[config.mk]
export PLATFORM = sky130hd
export DESIGN_NAME = sha_stream_arbiter
export DESIGN_NICKNAME = d
export VERILOG_FILES = /design/src/rtl/sha_stream_arbiter.sv
export SDC_FILE = /design/constraint.sdc
export NUM_CORES = 1
export LEC_CHECK = 0
export BUFFER_PORTS_ARGS = -buffer_cell sky130_fd_sc_hd__buf_2
export CAP_MARGIN = 20
export CELL_PAD_IN_SITES_DETAIL_PLACEMENT = 1
export CELL_PAD_IN_SITES_GLOBAL_PLACEMENT = 2
export CORE_MARGIN = 10
export CORE_UTILIZATION = 25
export CTS_CLUSTER_DIAMETER = 120
export CTS_CLUSTER_SIZE = 12
export DETAILED_ROUTE_END_ITERATION = 8
export PLACE_DENSITY = 0.95
export SLEW_MARGIN = 30
export SYNTH_ARGS = -nofsm -noshare
export SYNTH_HDL_FRONTEND = slang
export SYNTH_SLANG_ARGS = --single-unit
[constraint.sdc]
create_clock -name ACLK -period 3 [get_ports ACLK]
set_clock_uncertainty 0.1 [all_clocks]
set_input_delay 0.3 -clock ACLK [delete_from_list [all_inputs] [get_ports ACLK]]
set_output_delay 0.3 -clock ACLK [all_outputs]
set_load 0.01 [all_outputs]
[src/rtl/sha_stream_arbiter.sv]
// sha_stream_arbiter: round-robin arbiter granting one AXI-Stream source at a time to a shared SHA-3 core
module sha_stream_arbiter #(
  parameter int N_REQ      = 4,
  parameter int DATA_WIDTH = 16,
  parameter int ID_WIDTH   = 2,
  parameter int TIMEOUT    = 4095
) (
  input  logic                        ACLK,
  input  logic                        ARESETn,
  input  logic [N_REQ-1:0]            s_tvalid,
  input  logic [N_REQ*DATA_WIDTH-1:0] s_tdata,
  input  logic [N_REQ-1:0]            s_tlast,
  input  logic [N_REQ*4-1:0]          s_tuser,
  output logic [N_REQ-1:0]            s_tready,
  output logic                        m_tvalid,
  output logic [DATA_WIDTH-1:0]       m_tdata,
  output logic                        m_tlast,
  output logic [3:0]                  m_tuser,
  output logic [ID_WIDTH-1:0]         m_tid,
  input  logic                        m_tready,
  input  logic                        digest_done,
  output logic                        busy,
  output logic                        timeout_err
);
  localparam int WW = $clog2(TIMEOUT + 2);
  typedef enum logic [1:0] {IDLE, GRANT, XFER, WAIT_DIG} state_t;
  state_t state, state_nx;
  logic [ID_WIDTH-1:0] grant, last_grant, pick;
  logic [WW-1:0] wd;
  logic [DATA_WIDTH-1:0] dat [N_REQ];
  logic [3:0] usr [N_REQ];
  logic wd_hit, beat, leave;
  for (genvar i = 0; i < N_REQ; i++) begin : g_split
    assign dat[i] = s_tdata[i*DATA_WIDTH +: DATA_WIDTH];
    assign usr[i] = s_tuser[i*4 +: 4];
  end
  assign wd_hit = (TIMEOUT != 0) && (wd == WW'(TIMEOUT));
  assign beat   = s_tvalid[grant] & m_tready;
  assign leave  = digest_done | wd_hit;
  assign m_tid  = grant;
  // lowest requester above last_grant wins; otherwise wrap to the lowest requester overall
  always_comb begin
    pick = last_grant;
    for (int k = N_REQ - 1; k >= 0; k--) if (s_tvalid[k]) pick = ID_WIDTH'(k);
    for (int k = N_REQ - 1; k >= 0; k--) if (s_tvalid[k] && ID_WIDTH'(k) > last_grant) pick = ID_WIDTH'(k);
  end
  always_ff @(posedge ACLK or negedge ARESETn)
    if (!ARESETn) state <= IDLE;
    else state <= state_nx;
  always_comb begin
    state_nx = state;
    case (state)
      IDLE:     if (|s_tvalid) state_nx = GRANT;
      GRANT:    state_nx = XFER;
      XFER:     if (beat && s_tlast[grant]) state_nx = WAIT_DIG;
      WAIT_DIG: if (leave) state_nx = IDLE;
      default:  state_nx = IDLE;
    endcase
  end
  always_ff @(posedge ACLK or negedge ARESETn)
    if (!ARESETn) begin
      grant      <= '0;
      m_tuser    <= '0;
      last_grant <= ID_WIDTH'(N_REQ - 1);
      wd         <= '0;
    end else begin
      if (state == IDLE && |s_tvalid) begin
        grant   <= pick;
        m_tuser <= usr[pick];
      end
      if (state == WAIT_DIG) begin
        wd <= leave ? '0 : wd + WW'(1);
        if (leave) last_grant <= grant;
      end
    end
  always_comb begin
    m_tvalid    = (state == XFER) & s_tvalid[grant];
    m_tdata     = m_tvalid ? dat[grant] : '0;
    m_tlast     = m_tvalid & s_tlast[grant];
    s_tready    = (state == XFER) ? N_REQ'(m_tready) << grant : '0;
    busy        = state != IDLE;
    timeout_err = (state == WAIT_DIG) & wd_hit & ~digest_done;
  end
endmodule
## Yosys cells after proc, flatten, opt, wreduce, memory -nomap -nowiden

Cells that the tools add are included.

- Flip-flop bits (word level): 23
- Bits in latches: 0
- Bits in writable memories: 0
- Memory bits (read-only): 0
- Output and inout bits: 30
- Word-level logic and storage cells: 66
- Memories: 0

- Add/sub/neg operators: 1
- Multipliers: 0
- Divide/modulo/power cells: 0
- Magnitude comparators: 7
- Eq/ne operators: 7
- Shifts and indexed selects: 1
- Multiplexer cells: 25
- Bitwise logic cells: 9
- Reductions and logical operators: 11

Operators by type and width:

| operator | number |
|---|---|
| two-way mux 16 bit | 3 |
| binary-select mux 16 bit (select 2 bit) | 1 |
| two-way mux 2 bit | 11 |
| adder 13 x 1 -> 13 bit, second input constant | 1 |
| == test 13 x 12 -> 1 bit, second input constant | 1 |
| two-way mux 13 bit | 1 |
| two-way mux 4 bit | 3 |
| binary-select mux 4 bit (select 2 bit) | 1 |
| one-hot mux 2 bit (4 select lines) | 1 |
| greater-or-equal comparator 3 bit, second input constant | 2 |
| logical AND 1 bit | 6 |
| inequality test 2 bit, second input constant | 3 |
| NOT 2 -> 3 bit | 2 |
| bitwise AND 1 bit | 5 |
| binary-select mux 1 bit (select 2 bit) | 2 |
| == test 2 bit, second input constant | 2 |
| greater-than comparator 1 x 2 -> 1 bit, first input constant | 2 |
| greater-than comparator 2 bit, first input constant | 2 |
| OR reduction 4 bit | 1 |
| left shift 1 x 2 -> 4 bit | 1 |
| less-than comparator 2 x 3 -> 1 bit, second input constant | 1 |
| AND reduction 3 bit | 1 |
| == test 2 x 1 -> 1 bit, second input constant | 1 |
| logical NOT 2 bit | 1 |
| other kinds (5) | 6 |

## Depth between registers and ports, before layout

Gate-level depths: netlist of the first run.

- Depth in word-level cells: 12
- Depth in mapped cells: 7
- Depth with buffers taken out: 6

## Least setup slack after synthesis of the first run

No wires, ideal clock.

- Path type: register -> output
- Start point: register grant[0] (netlist: m_tid[0])
- End point: output m_tdata[0]
- Arrival: 1572 ps
- Path slack: 1028 ps
- Cell stages (with the launch flop): 5
- Path buffers: 2
- Path through: dfrtp_1 -> buf_2 -> buf_2 -> mux4_2 -> and3_1

- Word-level cells in the longest chain between the ends: 5
- Elaborated cells between the ends (all ways): 8
- Classes of those cells: mux: 6; bitwise: 2

Ends and longest elaborated chain:

| item | RTL line | RTL |
|---|---|---|
| from (decl) | 28 | `logic [ID_WIDTH-1:0] grant, last_grant, pick;` |
| from (signal assigned) | 68 | `grant <= pick;` |
| NOT 2 -> 3 bit (implied by the code) | 78 | `m_tdata = m_tvalid ? dat[grant] : '0;` |
| binary-select mux 16 bit (select 2 bit) | 78 |  |
| two-way mux 16 bit (implied by the code) (2 in a row) | 78 |  |
| two-way mux 16 bit (*) | 78 |  |
| to (decl) | 16 | `output logic [DATA_WIDTH-1:0] m_tdata,` |

Every way passes the cells marked *; elsewhere a longest branch is shown, timed or not. The select of a mux whose other input is x is not followed.

## Final worst setup path of the first run

- Start point: register grant[0] (netlist: m_tid[0])
- End point: output m_tdata[12]

Same word-level chain as after synthesis.

==> results summary, run 1 <==
The count of endpoints failing setup in the final report is 0. The post-placement setup slack is 0.754 ns. The number of buffers inserted during clock tree synthesis is 3.

In this run the critical register-to-register path is launched from wd[0]. The layout filler cell count came out at 920. Traced cell by cell, the critical path runs through buf_4, mux4_2, and3_1, buf_2.

The required time of the critical path is 2.60 ns. The slack of the critical path is 0.480 ns. The number of instances in the placed design is 407. The final weighted congestion of routability-driven global placement came out at 0.868. The reported leakage power came out at 1.36 nW. The first-pass GRT wire length is 11.8 mm. The clock transition time at the flip-flop clock pins of the worst setup and hold paths is 0.09 ns. The TritonCTS clock tree is yes. The portion of the post-synthesis area used by sequential elements is 0.300. The final standard cell count with taps included and fillers excluded came out at 412.

The category of the worst setup path capture point is a primary output. The max-cap violation count is 0. The core outline area came out at 7370 um2. The slowest stage of the critical path is the dfrtp_1 cell. The total I/O pin count came out at 122.

After clock tree synthesis, the flow added hold-fix buffers numbering 1. The worst setup path is launched from a register. The first TritonRoute pass finished after 4 iterations. The initial standard-cell utilization of the core is 0.262. In this run the deepest clock path goes through 2 buffers.

Dividing total power by cell area gives a power density of 723 nW/um2. The sum of net half-perimeters after detailed placement came out at 6.36 mm. The maximum number of pins on one net before global-route repair came out at 24. Of the cells placed in the final design, the portion with a size suffix greater than 1 is 0.492. The worst-case IR drop observed on VDD is 254 uV.

Measured along the y axis, the die boundary spans 108 um. The count of standard-cell rows came out at 31. The type of the setup path with the least slack is reg -> out. The post-layout net count came out at 410. After detailed routing, the number of remaining DRC violations is 0. The quantity of gates resized following cts came out at 0.

Setup repair after global routing left no endpoint under its margin. The worst hold path begins at digest_done. The total grt overflow came out at 0. The number of H-tree branching levels is 1.

The sum of negative setup slack came out at 0 ns. The final core utilization came out at 0.365. Data arrives at the worst endpoint at 2.12 ns. Dividing the final minimum period by the clock period gives 0.840. The netlist area before placement is 1930 um2. The clock period minus worst slack came out at 2.52 ns. The final total power came out at 1.94 mW. In the layout the commonest cells are buf_2 (121), dfrtp_1 (21), nand2_1 (20), nor2_1 (19). Headroom to the max-slew limit came out at 0.592.

The wire length per cell came out at 17.8 um. The post-synthesis sequential element count came out at 23. The x dimension of the die is 108 um.

The number of failing hold endpoints at the final stage is 0. The number of antenna violations at the first check in global routing came to 0. The worst-skew pair later-pin latency came out at 0.27 ns. In this run the worst setup path begins at m_tid[0].

The clock root buffer master is clkbuf_8. The number of synthesis warnings is 0. The number of library cell types mapped by synthesis came out at 42. Detailed routing inserted a total of 2,028 vias. Port buffering added 121 buffers. The net count after synthesis came out at 292. On the worst path, the slowest cell contributes a delay of 0.64 ns. The repair_antennas step left the layout with diodes totalling 0. For this run, the total global-route usage over all layers was measured as 0.124. The flow ran to the end, and the final reports show no timing, DRC or antenna violations. The via density per instance is 4.92. The worst min-delay path class is in -> reg. The library cell used most frequently in the layout, excluding fill and tap cells, is buf_2. The post-CTS repair timing setup buffer count is 0.

The area growth from synthesis to layout is 39.3%. The number of nets with antenna violations after detailed routing is 0. The number of pins exceeding their max-slew limit in the final report is 0. The detailed-route wire length is 7.34 mm. The worst-margin pin slew came out at 0.612 ns. In this run the worst path has a maximum fanout of 15. The number of global-route vias before repair came out at 2,267. The total clock sinks is 23. The full die area came out at 11,600 um2. Synthesis produced a netlist whose cell count is 196. Based on the critical path, the design can be clocked at up to 397 MHz.

The average size of a mapped cell came out at 9.84 um2. The detailed router finished its first iteration with 67 violations.
worst max-delay path, delay by kind of cell, from the launching register on:
kind / cells / cell delay (ns)
buffers and inverters: 2 / 0.48
multiplexers: 1 / 0.53
AND/OR/NAND/NOR: 1 / 0.19
flip-flops: 1 / 0.64
Yosys cell counts:
cell | number | share of area
nor2_1 | 19 | 0.037
o31ai_1 | 3 | 0.012
o31a_1 | 1 | 0.0045
o21bai_1 | 1 | 0.0039
buf_2 | 6 | 0.016
a211oi_1 | 1 | 0.0039
nor3_1 | 5 | 0.013
nor2b_1 | 2 | 0.0065
inv_1 | 10 | 0.019
o32a_1 | 1 | 0.0052
nor3_4 | 1 | 0.0084
or3_1 | 1 | 0.0032
and3_1 | 18 | 0.058
xor2_1 | 5 | 0.023
inv_2 | 1 | 0.0019
a221oi_2 | 1 | 0.0078
o211ai_1 | 3 | 0.012
o21a_1 | 2 | 0.0078
clkbuf_1 | 6 | 0.012
dfrtp_1 | 21 | 0.27
nor4_1 | 2 | 0.0065
and2_1 | 1 | 0.0032
nor2_2 | 1 | 0.0032
a21o_1 | 4 | 0.016
nand4_1 | 6 | 0.019
mux4_2 | 18 | 0.21
dfstp_2 | 2 | 0.027
or2_1 | 1 | 0.0032
nand3_1 | 3 | 0.0078
mux2_1 | 3 | 0.018
ha_1 | 4 | 0.026
a21oi_1 | 3 | 0.0078
nand2_1 | 20 | 0.039
mux2i_1 | 5 | 0.026
o21ai_1 | 2 | 0.0052
a21boi_2 | 1 | 0.0058
xnor2_1 | 5 | 0.023
nand2b_1 | 3 | 0.0097
nor3b_1 | 1 | 0.0039
a22o_1 | 1 | 0.0045
o21ai_0 | 1 | 0.0026
nor4_2 | 1 | 0.0065
layout make-up:
class	instances	area, um2	area share
Multi-Input combinational cell	150	1260	0.468
Timing Repair Buffer	125	638	0.237
Sequential cell	23	578	0.215
Tap cell	99	124	0.0461
Clock buffer	3	41.3	0.0154
Inverter	11	41.3	0.0154
Clock inverter	1	7.51	0.00279
stage by stage:
stage          hold slack [ns]  cell area (um2)
2_1_floorplan          -0.0956             1930
4_1_cts                  0.230             2690
3_5_place_dp             0.211             2630
5_1_grt                  0.253             2690
6_report                 0.232             2690
3_3_place_gp             0.200             2630
registers in the layout, indices dropped and copies added, names as in the netlist:
signal      cells
wd             13
m_tuser         4
last_grant      2
m_tid           2
state           2
power breakdown:
group | switching (mW) | internal, mW | leakage, nW | total (mW)
combinational | 0.628 | 0.594 | 1.05 | 1.22
sequential | 0.108 | 0.413 | 0.296 | 0.522
clock | 0.106 | 0.0942 | 0.0217 | 0.200
final timing paths:
check | slack (ns) | end | cells past startpoint
max in group asynchronous | 2.00 | last_grant[0] | 2
setup / recovery | 0.48 | m_tdata[12] | 4
min in group asynchronous | 0.44 | wd[0] | 2
hold / removal | 0.23 | wd[12] | 3
hold reg to reg | 0.42 | m_tuser[3] | 2
setup reg to reg | 0.81 | last_grant[1] | 7
per-layer routing:
metal	global-route usage	routed length, um
met5	0	0
met4	0.0363	97
met3	0.0347	689
met2	0.228	3610
met1	0.133	2940
kinds of logic after synthesis:
| kind of cell | share of synthesized area |
|---|---|
| xor+xnor | 0.0454 |
| buf+inv | 0.0486 |
| flops | 0.300 |
| simple gates | 0.229 |
| compound gates | 0.0979 |
| mux | 0.254 |
| fa+ha+maj | 0.0259 |
(Power assumes the default switching activity.)
==> run 2: changes to the inputs <==
ABC_AREA = 1   (was unset)
CORE_UTILIZATION = 21   (was 25)
PLACE_DENSITY = 0.92   (was 0.95)
clock period = 2.4 ns   (was 3 ns; I/O delays follow)
==> run 2 against run 1 <==
Net effect:
- sequential power is 29% higher
- clock-buffer cell count did not move
- via count increased by 28%
- largest power group unchanged
- global-route usage fell by 0.99 points
- synthesized cell count is 66% higher
- clock power increased by 23%
- sequential cell count unchanged
- largest cell class unchanged
- die area increased by 23%
- cell area rose by 6.7%
- non-clock buffer count up 2
- setup slack worse by 0.22 ns
- highest routed layer unchanged
- hold slack worse by 0.090 ns
==> results summary, run 2 <==
The flow ran to the end, and the final reports show no timing, DRC or antenna violations. Sorting the synthesized cells by area gives the leading types as dfrtp_1 (25%), nor2_1 (14%), o21ai_0 (8.2%). The average size of a mapped cell came to 6.37 um2 (-35%). The share of post-route cells with drive strength above 1 is 0.357 (-0.135). The netlist area before placement is 2080 um2 (+7.7%). The post-CTS repair timing setup buffer count came to 0 (unchanged). The required time of the critical path came out at 2.06 ns (-0.54 ns). The via density per instance is 4.50 (-8.6%). The number of instances in the synthesized netlist came out at 326 (+66%).

Compared with the post-synthesis result, the final layout area differs by 38.1%. The count of endpoints failing setup in the final report came out at 0 (unchanged). The number of H-tree branching levels was 1 (unchanged). Of all cell types, the one taking the most synthesized area is dfrtp_1. The total grt overflow is 0 (unchanged).

The final weighted congestion of routability-driven global placement was 0.862 (-0.68%). The clock period minus worst slack is 2.14 ns. The violation count after the first detailed-routing iteration came out at 137 (+100%). The sum of net half-perimeters after detailed placement came to 7.36 mm (+16%). The number of iterations in the first detailed-routing pass came to 4 (unchanged).

The x dimension of the die came out at 119 um (+11%). The worst-skew pair later-pin latency is 0.27 ns (about the same). Static timing analysis puts the maximum clock frequency at 467 MHz. Counting flops per register, the top entry is wd.

The reported leakage power came out at 1.51 nW (+11%). The overall track demand over capacity in global routing came out at 0.114 (-0.00993). The power density over the cells came out at 931 nW/um2 (+29%). The post-layout net count is 539 (+31%). The maximum fanout along the worst path is 24 (+9). The sum of negative setup slack came out at 0 ns (unchanged). In the synthesized netlist, the cells that appear most often are nor2_1 (78), nand2_1 (42), o21ai_0 (34). The number of library cell types mapped by synthesis came out at 36 (-14%). The number of buffers inserted during clock tree synthesis is 3 (unchanged). The final core utilization came out at 0.296 (-0.0686). The path depth of the worst reg2reg path came out at 8 (+1).

The number of antenna violations at the first check in global routing came out at 0 (unchanged). The net count after synthesis is 422 (+45%). The worst-margin pin slew came out at 0.544 ns (-0.0684 ns). The max-cap violation count is 0 (unchanged). Setup repair after global routing left no endpoint under its margin. Of the available clock period, the critical path in the final layout requires 0.893.

The async set or reset register ratio after synthesis came out at 1.00 (unchanged). The total via count after detailed routing was 2,588 (+28%). TritonCTS built the clock tree. The switching part of the total power came out at 0.515 (+0.0819). The worst ir drop on vdd is 272 uV (+7.1%). The die extent in y came out at 119 um (+11%). The commonest non-fill, non-tap cell in the layout is buf_2. Clock tree synthesis selected as its root buffer the cell clkbuf_8.

The total clock sinks is 23 (unchanged). The initial standard-cell utilization of the core came out at 0.214 (-0.0473). The count of standard-cell rows came out at 36 (+16%). The critical path in this run is classified as reg -> out. The number of flip-flops under the largest register name came out at 13 (unchanged). The number of pins exceeding their max-slew limit in the final report is 0 (unchanged). The sequential share of power is 0.252 (-0.016). The number of nets with antenna violations after detailed routing came out at 0 (unchanged). The top cell type's share of synthesized area was 0.253 (-0.0194). The path class of the tightest hold or removal check is in -> reg. The maximum number of pins on one net before global-route repair is 35 (+46%). The number of failing hold endpoints at the final stage is 0 (unchanged).

The number of diodes added for antenna fixing is 0 (unchanged). Yosys instantiated no cell more often than nor2_1. The full die area is 14,300 um2 (+23%).

The total of buffers placed on input and output ports came to 121 (unchanged). The post-synthesis sequential element count is 23 (unchanged). The final standard cell count with taps included and fillers excluded is 575 (+40%). The number of synthesis warnings is 0 (unchanged).

The detailed-route wire length is 8.69 mm (+18%). The remaining design rule violation count was 0 (unchanged). In the layout the commonest cells are buf_2 (121), nor2_1 (78), nand2_1 (42), o21ai_0 (34), inv_1 (31). The worst hold path stage count came out at 3 (unchanged). The reported net switching power came out at 1.38 mW (+63%). The core outline area came to 9680 um2 (+31%). The power share of the clock group is 0.092 (-0.011). The cell-internal power came out at 1.29 mW (+17%).

The tightest slew margin relative to the limit came out at 0.637 (+0.0456). The category of the worst setup path capture point is a primary output. The slack of the critical path came out at 0.257 ns (-0.223 ns). The number of instances in the placed design came to 570 (+40%).

The clock transition time at the flip-flop clock pins of the worst setup and hold paths is 0.09 ns (about the same). The data arrival time of the critical path is 1.80 ns (-0.32 ns). The wire length per cell came out at 15.1 um (-15%). In the final layout, the registers with the most flip-flops are wd: 13 flops, m_tuser: 4 flops. The share of total power in combinational logic is 0.656 (+0.027).

The first-pass GRT wire length was 13.7 mm (+16%). The category of the worst setup path launch point is a register. The total I/O pin count is 122 (unchanged). The number of global-route vias before repair is 2,654 (+17%).

The count of flip-flops with a built-in enable after synthesis was 0 (unchanged). The layout filler cell count is 1,278 (+39%). The portion of the post-synthesis area used by sequential elements was 0.278 (-0.0213).

The post-placement setup slack came out at 0.541 ns (-0.214 ns). The main flop type after synthesis is dfrtp_1. The maximum root-to-sink buffer count was 2 (unchanged).
run 2: changes by cell type in the layout (fill, tap and decap cells not counted), sizes merged, moves of 16 or more:
cell and delta:
nor2 +64, and3 -17, inv +23, nand3 +16
nand2 +33, a21oi +24, o21ai +36, mux4 -18
run 2: worst paths after layout:
| path | from | end | slack, ns |
|---|---|---|---|
| setup / recovery | m_tid[0] | m_tdata[5] | 0.26 |
| hold / removal | s_tuser[3] | m_tuser[3] | 0.14 |
| setup reg to reg | m_tid[0] | state[0] | 0.67 |
| hold reg to reg | m_tuser[1] | m_tuser[1] | 0.38 |
| max in group asynchronous | ARESETn | wd[12] | 1.44 |
| min in group asynchronous | ARESETn | wd[3] | 0.40 |
run 2: metal layers:
metal	part of all wire	GRT usage	vias to the layer above
met3	0.089	0.0265	5
li1	-	-	1279
met1	0.44	0.141	1195
met2	0.46	0.195	109
met4	0.0078	0.0249	0
met5	0	0	-
run 2: area by class of cell:
class                      count  area [um2]  area share
timing repair buffer         127         666       0.232
sequential                    23         578       0.202
multi-input combinational    254        1280       0.447
clock buffer                   3        41.3      0.0144
tap                          133         166      0.0580
inverter                      34         130      0.0454
clock inverter                 1        5.00     0.00175
run 2: what timing repair did:
action / in CTS / in global routing
hold buffers: 1 / 0
hold endpoints to repair: 21 / 0
resized for setup: 0 / 0
run 2: per-stage QoR:
step / power [mW] / instance area (um2) / hold WS (ns)
after floorplan: 1.88 / 2080 / -0.156
after global placement: 2.40 / 2810 / 0.150
after detailed placement: 2.46 / 2810 / 0.158
after CTS: 2.72 / 2870 / 0.150
after global routing: 2.97 / 2870 / 0.155
final: 2.67 / 2870 / 0.143
run 2: logic make-up after synthesis:
group	after synthesis	share of synthesized area
AND/OR/NAND/NOR	173	0.381
AO/OA/AOI/OAI	72	0.190
buffers and inverters	49	0.105
flip-flops	23	0.278
XOR/XNOR	5	0.0211
adder cells (fa/ha/maj)	4	0.0241
run 2: power by group through the flow:
stage | registers [mW] | logic, mW | clock network [mW]
detailed placement | 0.680 | 1.78 | 0
finish | 0.672 | 1.75 | 0.247
floorplan | 0.661 | 1.21 | 0
global placement | 0.673 | 1.72 | 0
CTS | 0.676 | 1.79 | 0.255
global route | 0.702 | 2.00 | 0.271
run 2: worst max-delay path, cell delays in order, from the launching register on:
cell and delay (ns):
dfrtp_1 0.48, inv_2 0.22, a21oi_2 0.18, o21ai_1 0.09
nand2_2 0.10, nand2_4 0.14, a21oi_1 0.17, buf_2 0.16
